--- config.mk ---
export PLATFORM = sky130hd
export DESIGN_NAME = sw_affine_pe_flat
export DESIGN_NICKNAME = d
export VERILOG_FILES = /design/src/rtl/sw_affine_pe_if.sv /design/src/rtl/sw_affine_pe.sv /design/src/flat_wrapper.sv
export SDC_FILE = /design/constraint.sdc
export NUM_CORES = 1
export LEC_CHECK = 0
export CAP_MARGIN = 5
export CORE_MARGIN = 3
export CORE_UTILIZATION = 50
export CTS_BUF_LIST = sky130_fd_sc_hd__clkbuf_8 sky130_fd_sc_hd__clkbuf_16
export CTS_CLUSTER_SIZE = 14
export DETAILED_ROUTE_END_ITERATION = 8
export PLACE_DENSITY = 0.76
export SLEW_MARGIN = 0
export SYNTH_ARGS = -nofsm -noshare
export SYNTH_HDL_FRONTEND = slang
export SYNTH_SLANG_ARGS = --single-unit
--- constraint.sdc ---
create_clock -name clk -period 10.9 [get_ports clk]
set_input_delay 1.635 -clock clk [delete_from_list [all_inputs] [get_ports clk]]
set_output_delay 1.635 -clock clk [all_outputs]
set_load 0.01 [all_outputs]
--- src/rtl/sw_affine_pe_if.sv ---
// Bundles the data, symbol, control and score-configuration signals of one
// Smith-Waterman affine-gap processing element in a systolic array.
interface sw_affine_pe_if #(
    parameter int SCORE_W = 10,
    parameter int SYM_W   = 2,
    parameter int COL_W   = 16
);
    logic signed [SCORE_W-1:0] V_in;
    logic signed [SCORE_W-1:0] F_in;
    logic        [SYM_W-1:0]   T_in;
    logic        [SYM_W-1:0]   S_in;
    logic                      store_S;
    logic                      init_in;
    logic                      cfg_we;
    logic signed [SCORE_W-1:0] cfg_match;
    logic signed [SCORE_W-1:0] cfg_mismatch;
    logic signed [SCORE_W-1:0] cfg_open;
    logic signed [SCORE_W-1:0] cfg_ext;
    logic                      cfg_local;
    logic signed [SCORE_W-1:0] V_out;
    logic signed [SCORE_W-1:0] F_out;
    logic        [SYM_W-1:0]   T_out;
    logic                      init_out;
    logic signed [SCORE_W-1:0] best_score;
    logic        [COL_W-1:0]   best_col;

    modport master (
        output V_in, F_in, T_in, S_in, store_S, init_in,
        output cfg_we, cfg_match, cfg_mismatch, cfg_open, cfg_ext, cfg_local,
        input  V_out, F_out, T_out, init_out, best_score, best_col
    );

    modport slave (
        input  V_in, F_in, T_in, S_in, store_S, init_in,
        input  cfg_we, cfg_match, cfg_mismatch, cfg_open, cfg_ext, cfg_local,
        output V_out, F_out, T_out, init_out, best_score, best_col
    );
endinterface

--- src/rtl/sw_affine_pe.sv ---
// One Smith-Waterman PE with affine gap penalties (Gotoh recurrence), holding one
// query symbol and scoring one reference column per valid cycle, latency 1.
module sw_affine_pe #(
    parameter int SCORE_W      = 10,
    parameter int SYM_W        = 2,
    parameter int COL_W        = 16,
    parameter int MATCH_RST    = 10,
    parameter int MISMATCH_RST = -2,
    parameter int OPEN_RST     = -2,
    parameter int EXT_RST      = -1
) (
    input logic              clk,
    input logic              rst,
    sw_affine_pe_if.slave    bus
);
    localparam logic signed [SCORE_W-1:0] NEG = {1'b1, {(SCORE_W-1){1'b0}}};
    localparam logic signed [SCORE_W-1:0] POS = {1'b0, {(SCORE_W-1){1'b1}}};

    function automatic logic signed [SCORE_W-1:0] sat_add(
        input logic signed [SCORE_W-1:0] a,
        input logic signed [SCORE_W-1:0] b
    );
        logic [SCORE_W:0] s;
        s = {a[SCORE_W-1], a} + {b[SCORE_W-1], b};
        if (s[SCORE_W] != s[SCORE_W-1]) begin
            return s[SCORE_W] ? NEG : POS;
        end
        return s[SCORE_W-1:0];
    endfunction

    function automatic logic signed [SCORE_W-1:0] smax(
        input logic signed [SCORE_W-1:0] a,
        input logic signed [SCORE_W-1:0] b
    );
        return (a > b) ? a : b;
    endfunction

    logic signed [SCORE_W-1:0] v_out_q, v_out_d, f_out_q, f_out_d;
    logic        [SYM_W-1:0]   t_out_q, t_out_d, s_q, s_d;
    logic                      init_q, init_d;
    logic signed [SCORE_W-1:0] vdiag_q, vdiag_d, vleft_q, vleft_d, e_q, e_d;
    logic        [COL_W-1:0]   col_q, col_d, bcol_q, bcol_d;
    logic signed [SCORE_W-1:0] best_q, best_d;
    logic signed [SCORE_W-1:0] match_q, match_d, mis_q, mis_d;
    logic signed [SCORE_W-1:0] open_q, open_d, ext_q, ext_d;
    logic                      local_q, local_d;

    logic signed [SCORE_W-1:0] f_new, e_new, sub, v_raw, v_new;

    // Cell recurrence; every add saturates so large scores clip instead of wrapping.
    always_comb begin
        f_new = smax(sat_add(bus.V_in, open_q), sat_add(bus.F_in, ext_q));
        e_new = smax(sat_add(vleft_q, open_q), sat_add(e_q, ext_q));
        sub   = (bus.T_in == s_q) ? match_q : mis_q;
        v_raw = smax(smax(sat_add(vdiag_q, sub), e_new), f_new);
        v_new = (local_q && v_raw[SCORE_W-1]) ? '0 : v_raw;
    end

    always_comb begin
        v_out_d = v_out_q;
        f_out_d = f_out_q;
        t_out_d = t_out_q;
        init_d  = 1'b0;
        s_d     = s_q;
        vdiag_d = vdiag_q;
        vleft_d = vleft_q;
        e_d     = e_q;
        col_d   = col_q;
        best_d  = best_q;
        bcol_d  = bcol_q;
        match_d = match_q;
        mis_d   = mis_q;
        open_d  = open_q;
        ext_d   = ext_q;
        local_d = local_q;

        // A new query symbol starts a fresh row and discards any column offered with it.
        if (bus.store_S) begin
            s_d     = bus.S_in;
            vdiag_d = '0;
            vleft_d = '0;
            e_d     = NEG;
            col_d   = '0;
            best_d  = NEG;
            bcol_d  = '0;
        end else if (bus.init_in) begin
            v_out_d = v_new;
            f_out_d = f_new;
            t_out_d = bus.T_in;
            init_d  = 1'b1;
            vdiag_d = bus.V_in;
            vleft_d = v_new;
            e_d     = e_new;
            col_d   = (&col_q) ? col_q : col_q + COL_W'(1);
            if (v_new > best_q) begin
                best_d = v_new;
                bcol_d = col_q;
            end
        end

        // Scores loaded here only reach the datapath on the following column.
        if (bus.cfg_we) begin
            match_d = bus.cfg_match;
            mis_d   = bus.cfg_mismatch;
            open_d  = bus.cfg_open;
            ext_d   = bus.cfg_ext;
            local_d = bus.cfg_local;
        end
    end

    always_ff @(posedge clk or posedge rst) begin
        if (rst) begin
            v_out_q <= '0;
            f_out_q <= '0;
            t_out_q <= '0;
            init_q  <= 1'b0;
            s_q     <= '0;
            vdiag_q <= '0;
            vleft_q <= '0;
            e_q     <= NEG;
            col_q   <= '0;
            best_q  <= NEG;
            bcol_q  <= '0;
            match_q <= SCORE_W'(MATCH_RST);
            mis_q   <= SCORE_W'(MISMATCH_RST);
            open_q  <= SCORE_W'(OPEN_RST);
            ext_q   <= SCORE_W'(EXT_RST);
            local_q <= 1'b1;
        end else begin
            v_out_q <= v_out_d;
            f_out_q <= f_out_d;
            t_out_q <= t_out_d;
            init_q  <= init_d;
            s_q     <= s_d;
            vdiag_q <= vdiag_d;
            vleft_q <= vleft_d;
            e_q     <= e_d;
            col_q   <= col_d;
            best_q  <= best_d;
            bcol_q  <= bcol_d;
            match_q <= match_d;
            mis_q   <= mis_d;
            open_q  <= open_d;
            ext_q   <= ext_d;
            local_q <= local_d;
        end
    end

    assign bus.V_out      = v_out_q;
    assign bus.F_out      = f_out_q;
    assign bus.T_out      = t_out_q;
    assign bus.init_out   = init_q;
    assign bus.best_score = best_q;
    assign bus.best_col   = bcol_q;
endmodule

--- src/flat_wrapper.sv ---
// flat-port wrapper written by rule: the top's interface ports become plain ports
module sw_affine_pe_flat 
#(
    parameter int SCORE_W      = 10,
    parameter int SYM_W        = 2,
    parameter int COL_W        = 16,
    parameter int MATCH_RST    = 10,
    parameter int MISMATCH_RST = -2,
    parameter int OPEN_RST     = -2,
    parameter int EXT_RST      = -1
)
  (clk, rst, bus_V_in, bus_F_in, bus_T_in, bus_S_in, bus_store_S, bus_init_in, bus_cfg_we, bus_cfg_match, bus_cfg_mismatch, bus_cfg_open, bus_cfg_ext, bus_cfg_local, bus_V_out, bus_F_out, bus_T_out, bus_init_out, bus_best_score, bus_best_col);
  sw_affine_pe_if #(.SCORE_W(SCORE_W), .SYM_W(SYM_W), .COL_W(COL_W)) bus_i ();
  input logic clk;
  input logic rst;
  input wire logic [$bits(bus_i.V_in)-1:0] bus_V_in;
  input wire logic [$bits(bus_i.F_in)-1:0] bus_F_in;
  input wire logic [$bits(bus_i.T_in)-1:0] bus_T_in;
  input wire logic [$bits(bus_i.S_in)-1:0] bus_S_in;
  input wire logic [$bits(bus_i.store_S)-1:0] bus_store_S;
  input wire logic [$bits(bus_i.init_in)-1:0] bus_init_in;
  input wire logic [$bits(bus_i.cfg_we)-1:0] bus_cfg_we;
  input wire logic [$bits(bus_i.cfg_match)-1:0] bus_cfg_match;
  input wire logic [$bits(bus_i.cfg_mismatch)-1:0] bus_cfg_mismatch;
  input wire logic [$bits(bus_i.cfg_open)-1:0] bus_cfg_open;
  input wire logic [$bits(bus_i.cfg_ext)-1:0] bus_cfg_ext;
  input wire logic [$bits(bus_i.cfg_local)-1:0] bus_cfg_local;
  output wire logic [$bits(bus_i.V_out)-1:0] bus_V_out;
  output wire logic [$bits(bus_i.F_out)-1:0] bus_F_out;
  output wire logic [$bits(bus_i.T_out)-1:0] bus_T_out;
  output wire logic [$bits(bus_i.init_out)-1:0] bus_init_out;
  output wire logic [$bits(bus_i.best_score)-1:0] bus_best_score;
  output wire logic [$bits(bus_i.best_col)-1:0] bus_best_col;
  assign bus_i.V_in = bus_V_in;
  assign bus_i.F_in = bus_F_in;
  assign bus_i.T_in = bus_T_in;
  assign bus_i.S_in = bus_S_in;
  assign bus_i.store_S = bus_store_S;
  assign bus_i.init_in = bus_init_in;
  assign bus_i.cfg_we = bus_cfg_we;
  assign bus_i.cfg_match = bus_cfg_match;
  assign bus_i.cfg_mismatch = bus_cfg_mismatch;
  assign bus_i.cfg_open = bus_cfg_open;
  assign bus_i.cfg_ext = bus_cfg_ext;
  assign bus_i.cfg_local = bus_cfg_local;
  assign bus_V_out = bus_i.V_out;
  assign bus_F_out = bus_i.F_out;
  assign bus_T_out = bus_i.T_out;
  assign bus_init_out = bus_i.init_out;
  assign bus_best_score = bus_i.best_score;
  assign bus_best_col = bus_i.best_col;
  sw_affine_pe #(.SCORE_W(SCORE_W), .SYM_W(SYM_W), .COL_W(COL_W), .MATCH_RST(MATCH_RST), .MISMATCH_RST(MISMATCH_RST), .OPEN_RST(OPEN_RST), .EXT_RST(EXT_RST)) u_core (.clk(clk), .rst(rst), .bus(bus_i));
endmodule
==> impl_metrics.json, run 1 <==
{
  "finalSetupViolCount": 0,
  "critical_path_class": "reg -> reg",
  "reg2reg_slack_ns": 0.60,
  "hp-class": "reg -> reg",
  "register_area_sq_um": 3490,
  "reg2reg_depth": 43,
  "synthTopCellsByCount": "114 x nor2_1, 107 x ha_1, 105 x dfrtp_1",
  "first_pass_iters": 6,
  "worstMarginPinSlew_ns": 0.994,
  "antenna_cells": 0,
  "pre_cts_ws_ns": -0.0737,
  "period_share_pct": 94.5,
  "clock_sinks": 138,
  "worstPathMaxFanout": 16,
  "whs_path_depth": 2,
  "synth_area_sq_um": 10900,
  "ios": 119,
  "multi_input_area_sq_um": 7090,
  "yosys_warnings": 0,
  "routed_wl_um": 30300,
  "wire_per_inst_um": 19.2,
  "synth_top_area_cell": "dfrtp_1",
  "cts_inserted_buffers": 17,
  "grt_max_degree": 73,
  "clock_path_buffers": 2,
  "synth_cells": 1159,
  "cts_root_buf": "clkbuf_16",
  "overflow": 0,
  "synth_area_leaders": "dfrtp_1 24%, ha_1 12%, dfstp_2 8.0%",
  "cts_tree": "built",
  "critPathCaptureType": "flip-flop",
  "antenna_left": 0,
  "drc": 0,
  "drv_slew": 0,
  "clk_pin_slew_ns": 0.07,
  "path_delay_family": "compound AO/OA/AOI/OAI gates",
  "initial_core_util_pct": 51.4,
  "min_from": "u_core.bus.F_out[5]",
  "die_w_um": 153,
  "port_buffers": 118,
  "fmax_ghz": 0.0970,
  "worstSetupStartpointType": "flip-flop",
  "drt-initial-drc-count": 668,
  "synthFlopType": "dfrtp_1",
  "synth_nets": 1341,
  "syn_avg_cell_area_sq_um": 9.37,
  "skew_ns": 0.0101,
  "insertion_delay_ns": 0.43,
  "holdBufCountCts": 0,
  "grt_pass1_vias": 9364,
  "die_h_um": 153,
  "cpMostUsedCell": "ha_1",
  "vias_per_cell": 6.14,
  "rr_endpoint": "u_core.bus.best_col[4]",
  "cp_num_buf_inv": 6,
  "yosysUniqueCellTypes": 92,
  "layout-area-overhead-vs-synth_pct": 21.6,
  "synthArstFlopShare_pct": 100,
  "layout_min_cycle_time_ns": 10.30,
  "cpMaxStageDelayCell": "nor3_1",
  "timing.rr.start": "u_core.ext_q[0]",
  "nNetsFinal": 1469,
  "relSlewSlack_pct": 33.5,
  "fillers": 1755,
  "hpwl_um": 22400,
  "layout_setup_ws_ns": 0.595,
  "worst_path_largest_cell_delay_ns": 0.49,
  "die_area_sq_um": 23500,
  "synth_top_area_share_pct": 24.2,
  "hold_viol": 0,
  "rows": 53,
  "via_count": 9676,
  "utilization_pct": 62.5,
  "yosysSeqAreaShare_pct": 32.2,
  "layout-drive-gt1-share_pct": 17.3,
  "cp_data_arrival_time_ns": 10.59,
  "htreeDepth": 4,
  "whs_endpoint": "u_core.bus.F_out[5]",
  "status": "finished, final reports clean",
  "grt_antenna_before_repair": 0,
  "cp.required_ns": 11.18,
  "synth_edf_count": 0,
  "yosysMostFrequentCell": "nor2_1",
  "place_congestion": 0.988,
  "grt_pass1_wl_um": 48400,
  "drv_cap": 0,
  "grt_usage_pct": 25.2,
  "coreArea_sq_um": 21200,
  "ys_seq_elements": 138
}
## routing by layer
layer / GRT usage (%) / routed length, um / up-vias
li1: - / - / 4585
met5: 0 / 0 / -
met2: 40.7 / 13900 / 345
met3: 4.87 / 1940 / 85
met4: 11.9 / 1500 / 0
met1: 32.8 / 12900 / 4661
## layout make-up
cell class / count / area share [%]
multi-input combinational: 913 / 53.6
sequential: 138 / 26.4
timing repair buffer: 155 / 11.1
clock buffer: 18 / 3.32
tap: 275 / 2.60
inverter: 62 / 1.80
clock inverter: 14 / 1.15
## through the flow
step / hold slack (ns) / std cells / setup TNS [ns] / instance area [sq um]
2_1_floorplan: 0.475 / 1159 / 0 / 10900
3_5_place_dp: 0.471 / 1537 / -1.28 / 12400
5_1_grt: 0.510 / 1575 / -0.0347 / 13200
6_report: 0.480 / 1575 / 0 / 13200
4_1_cts: 0.487 / 1569 / 0 / 13000
3_3_place_gp: 0.461 / 1537 / 0 / 12400
## cells by family after synthesis
logic type                 share of synthesized area (%)
buffers and inverters                               3.96
xor gates and xnor gates                            3.06
adders and majority gates                           13.2
and+or+nand+nor                                     15.6
AOI/OAI and AO/OA                                   22.5
muxes                                               9.51
DFF                                                 32.2
## worst max path at each step
stage | startpoint | endpoint | depth (start not counted)
after CTS | u_core.ext_q[1] | u_core.bus.best_col[1] | 43
after global placement | u_core.ext_q[1] | u_core.bus.best_col[13] | 43
final | u_core.ext_q[0] | u_core.bus.best_col[4] | 43
after global routing | u_core.ext_q[1] | u_core.bus.best_col[12] | 44
after detailed placement | u_core.ext_q[1] | u_core.bus.best_col[4] | 43
after floorplan | u_core.ext_q[1] | u_core.bus.best_col[0] | 47
## repair_timing
action / in CTS / in global routing
gates resized for setup: 2 / 22
endpoints found under the setup margin: 26 / 26
pin swaps: 0 / 4
setup buffers: 0 / 6
cloned: 0 / 0
## placed cells by master, fill, tap and decap left out, types with 8 or more instances in the layout
master	n
ha_1	106
a211oi_1	21
mux2i_1	37
o211ai_1	12
clkbuf_16	17
mux2_2	58
or2_2	8
nor3b_1	9
nor3_1	22
a21o_1	29
xor2_1	20
a31oi_1	11
o21ai_0	56
a211o_1	10
nand3_1	27
buf_4	36
dfrtp_1	105
o32ai_1	12
a21oi_1	54
o31ai_1	10
nor2b_1	12
inv_1	61
clkdlybuf4s50_1	116
dfstp_2	33
nor2_1	114
nand2_1	78
nand4_1	17
xnor2_1	18
o21a_1	13
## worst reg2reg max path: cells and delay by family, from the launching register on
family | cells | cell delay, ns
compound gates | 17 | 3.82
fa+ha+maj | 7 | 2.28
simple gates | 11 | 1.95
buf+inv | 6 | 1.17
mux | 2 | 0.52
flops | 1 | 0.39
Power of run 1 is left out: the tool's default activity adds up to more than one toggle a clock period on the data nets, which glitch-free logic cannot reach.
==> run 2, diff against run 1 <==
--- a/config.mk
+++ b/config.mk
@@ -11,6 +11,7 @@
 export CTS_BUF_LIST = sky130_fd_sc_hd__clkbuf_8 sky130_fd_sc_hd__clkbuf_16
 export CTS_CLUSTER_SIZE = 14
 export DETAILED_ROUTE_END_ITERATION = 8
+export MAX_ROUTING_LAYER = met4
 export PLACE_DENSITY = 0.76
 export SLEW_MARGIN = 0
 export SYNTH_ARGS = -nofsm -noshare
==> constraint.sdc (replaced) <==
create_clock -name clk -period 10.3 [get_ports clk]
set_input_delay 1.545 -clock clk [delete_from_list [all_inputs] [get_ports clk]]
set_output_delay 1.545 -clock clk [all_outputs]
set_load 0.01 [all_outputs]
==> run 2 against run 1 <==
Via count up 1.8%. Cell count up 3.2%. Clock skew grew 0.0032 ns. Die area is the same. Non-clock buffer count is 49 higher. Highest routed layer unchanged. Final area rose by 4.9%. First-iteration DRC count up 4.0%. Worst hold slack hardly changed. Fmax rose by 4.1%.
==> impl_metrics.json, run 2 (same netlist as run 1, synthesis figures left out) <==
{
  "status": "finished, final reports clean",
  "rows": 53,
  "initial_core_util_pct": 51.4,
  "ios": 119,
  "hp-class": "reg -> reg",
  "htreeDepth": 4,
  "die_area_sq_um": 23500,
  "first_pass_iters": 5,
  "cpMaxStageDelayCell": "or3b_2",
  "final_cell_mix": "116 x clkdlybuf4s50_1, 113 x nor2_1, 105 x dfrtp_1",
  "cp_data_arrival_time_ns": 10.19,
  "antenna_left": 0,
  "die_w_um": 153,
  "port_buffers": 118,
  "relSlewSlack_pct": 25.8,
  "clk_pin_slew_ns": 0.07,
  "worstMarginPinSlew_ns": 1.11,
  "via_count": 9851,
  "skew_ns": 0.0133,
  "insertion_delay_ns": 0.44,
  "whs_ns": 0.480,
  "period_share_pct": 96.1,
  "worst_path_largest_cell_delay_ns": 0.45,
  "layout-area-overhead-vs-synth_pct": 27.6,
  "clock_sinks": 138,
  "cpMostUsedCell": "buf_4",
  "drv_cap": 0,
  "drc": 0,
  "layout_min_cycle_time_ns": 9.90,
  "wire_per_inst_um": 19.4,
  "critPathCaptureType": "flip-flop",
  "grt_antenna_before_repair": 0,
  "grt_max_degree": 73,
  "worstSetupStartpointType": "flip-flop",
  "clock_path_buffers": 2,
  "hpwl_um": 23200,
  "coreArea_sq_um": 21200,
  "fin_area_sq_um": 13900,
  "grt_pass1_vias": 9315,
  "grt_usage_pct": 26.4,
  "grt_pass1_wl_um": 49300,
  "overflow": 0,
  "vias_per_cell": 6.06,
  "layout-drive-gt1-share_pct": 22.8,
  "stdcell_count": 1625,
  "worstPathMaxFanout": 8,
  "fillers": 1683,
  "finalSetupViolCount": 0,
  "holdBufCountCts": 0,
  "drv_slew": 0,
  "nNetsFinal": 1519,
  "routed_wl_um": 31500,
  "drt-initial-drc-count": 695,
  "die_h_um": 153,
  "cts_root_buf": "clkbuf_16",
  "critical_path_class": "reg -> reg",
  "place_area_sq_um": 12700,
  "cts_inserted_buffers": 17,
  "fmax_ghz": 0.101,
  "antenna_cells": 0,
  "dp.cells": 1576,
  "hold_viol": 0,
  "utilization_pct": 65.6,
  "cp.required_ns": 10.59,
  "cts_tree": "built",
  "final_common_cell": "clkdlybuf4s50_1",
  "place_congestion": 0.985
}
-- run 2: timing repair --
item | CTS | global route
endpoints found under the setup margin | 26 | 26
pin swaps | 0 | 31
cloned | 0 | 2
gates resized for setup | 2 | 70
buffers inserted | 0 | 15
-- run 2: worst max-delay path: cells and delay by family (launching register included) --
family | cells | cell delay, ns
and+or+nand+nor | 10 | 1.68
AOI/OAI and AO/OA | 19 | 3.94
buffers and inverters | 9 | 1.45
adders and majority gates | 7 | 1.85
DFF | 1 | 0.40
muxes | 2 | 0.40
-- run 2: stage by stage --
stage | setup WS [ns] | setup TNS, ns
6_report | 0.397 | 0
5_1_grt | -0.194 | -3.64
4_1_cts | 0.00727 | 0
3_5_place_dp | -0.000302 | -0.000302
3_3_place_gp | 0.200 | 0
2_1_floorplan | 0.210 | 0
-- run 2: final cells by class --
class	count	area, sq um	area share [%]
Multi-Input combinational cell	914	7310	52.7
Sequential cell	138	3490	25.2
Timing Repair Buffer	204	1870	13.5
Clock buffer	17	425	3.07
Tap cell	275	344	2.48
Inverter	62	241	1.74
Clock inverter	15	179	1.29
-- run 2: worst paths after layout --
check / start / to / slack (ns) / cells after the start
worst max-delay path: u_core.open_q[0] / u_core.bus.best_col[11] / 0.40 / 47
worst min-delay path: u_core.bus.F_out[7] / u_core.bus.F_out[7] / 0.48 / 2
worst max register to register: u_core.open_q[0] / u_core.bus.best_col[11] / 0.40 / 47
worst min register to register: u_core.bus.F_out[7] / u_core.bus.F_out[7] / 0.48 / 2
max in group asynchronous: rst / u_core.e_q[8] / 7.38 / 3
min in group asynchronous: rst / u_core.match_q[9] / 1.55 / 2
-- run 2: per-layer routing --
layer / GRT usage, % / routed length [um] / up-vias
met2: 41.6 / 14800 / 343
li1: - / - / 4678
met5: - / 0 / -
met4: 10.3 / 1180 / 0
met1: 34.4 / 13800 / 4763
met3: 4.28 / 1750 / 67
Power of run 2 is left out for the same reason.
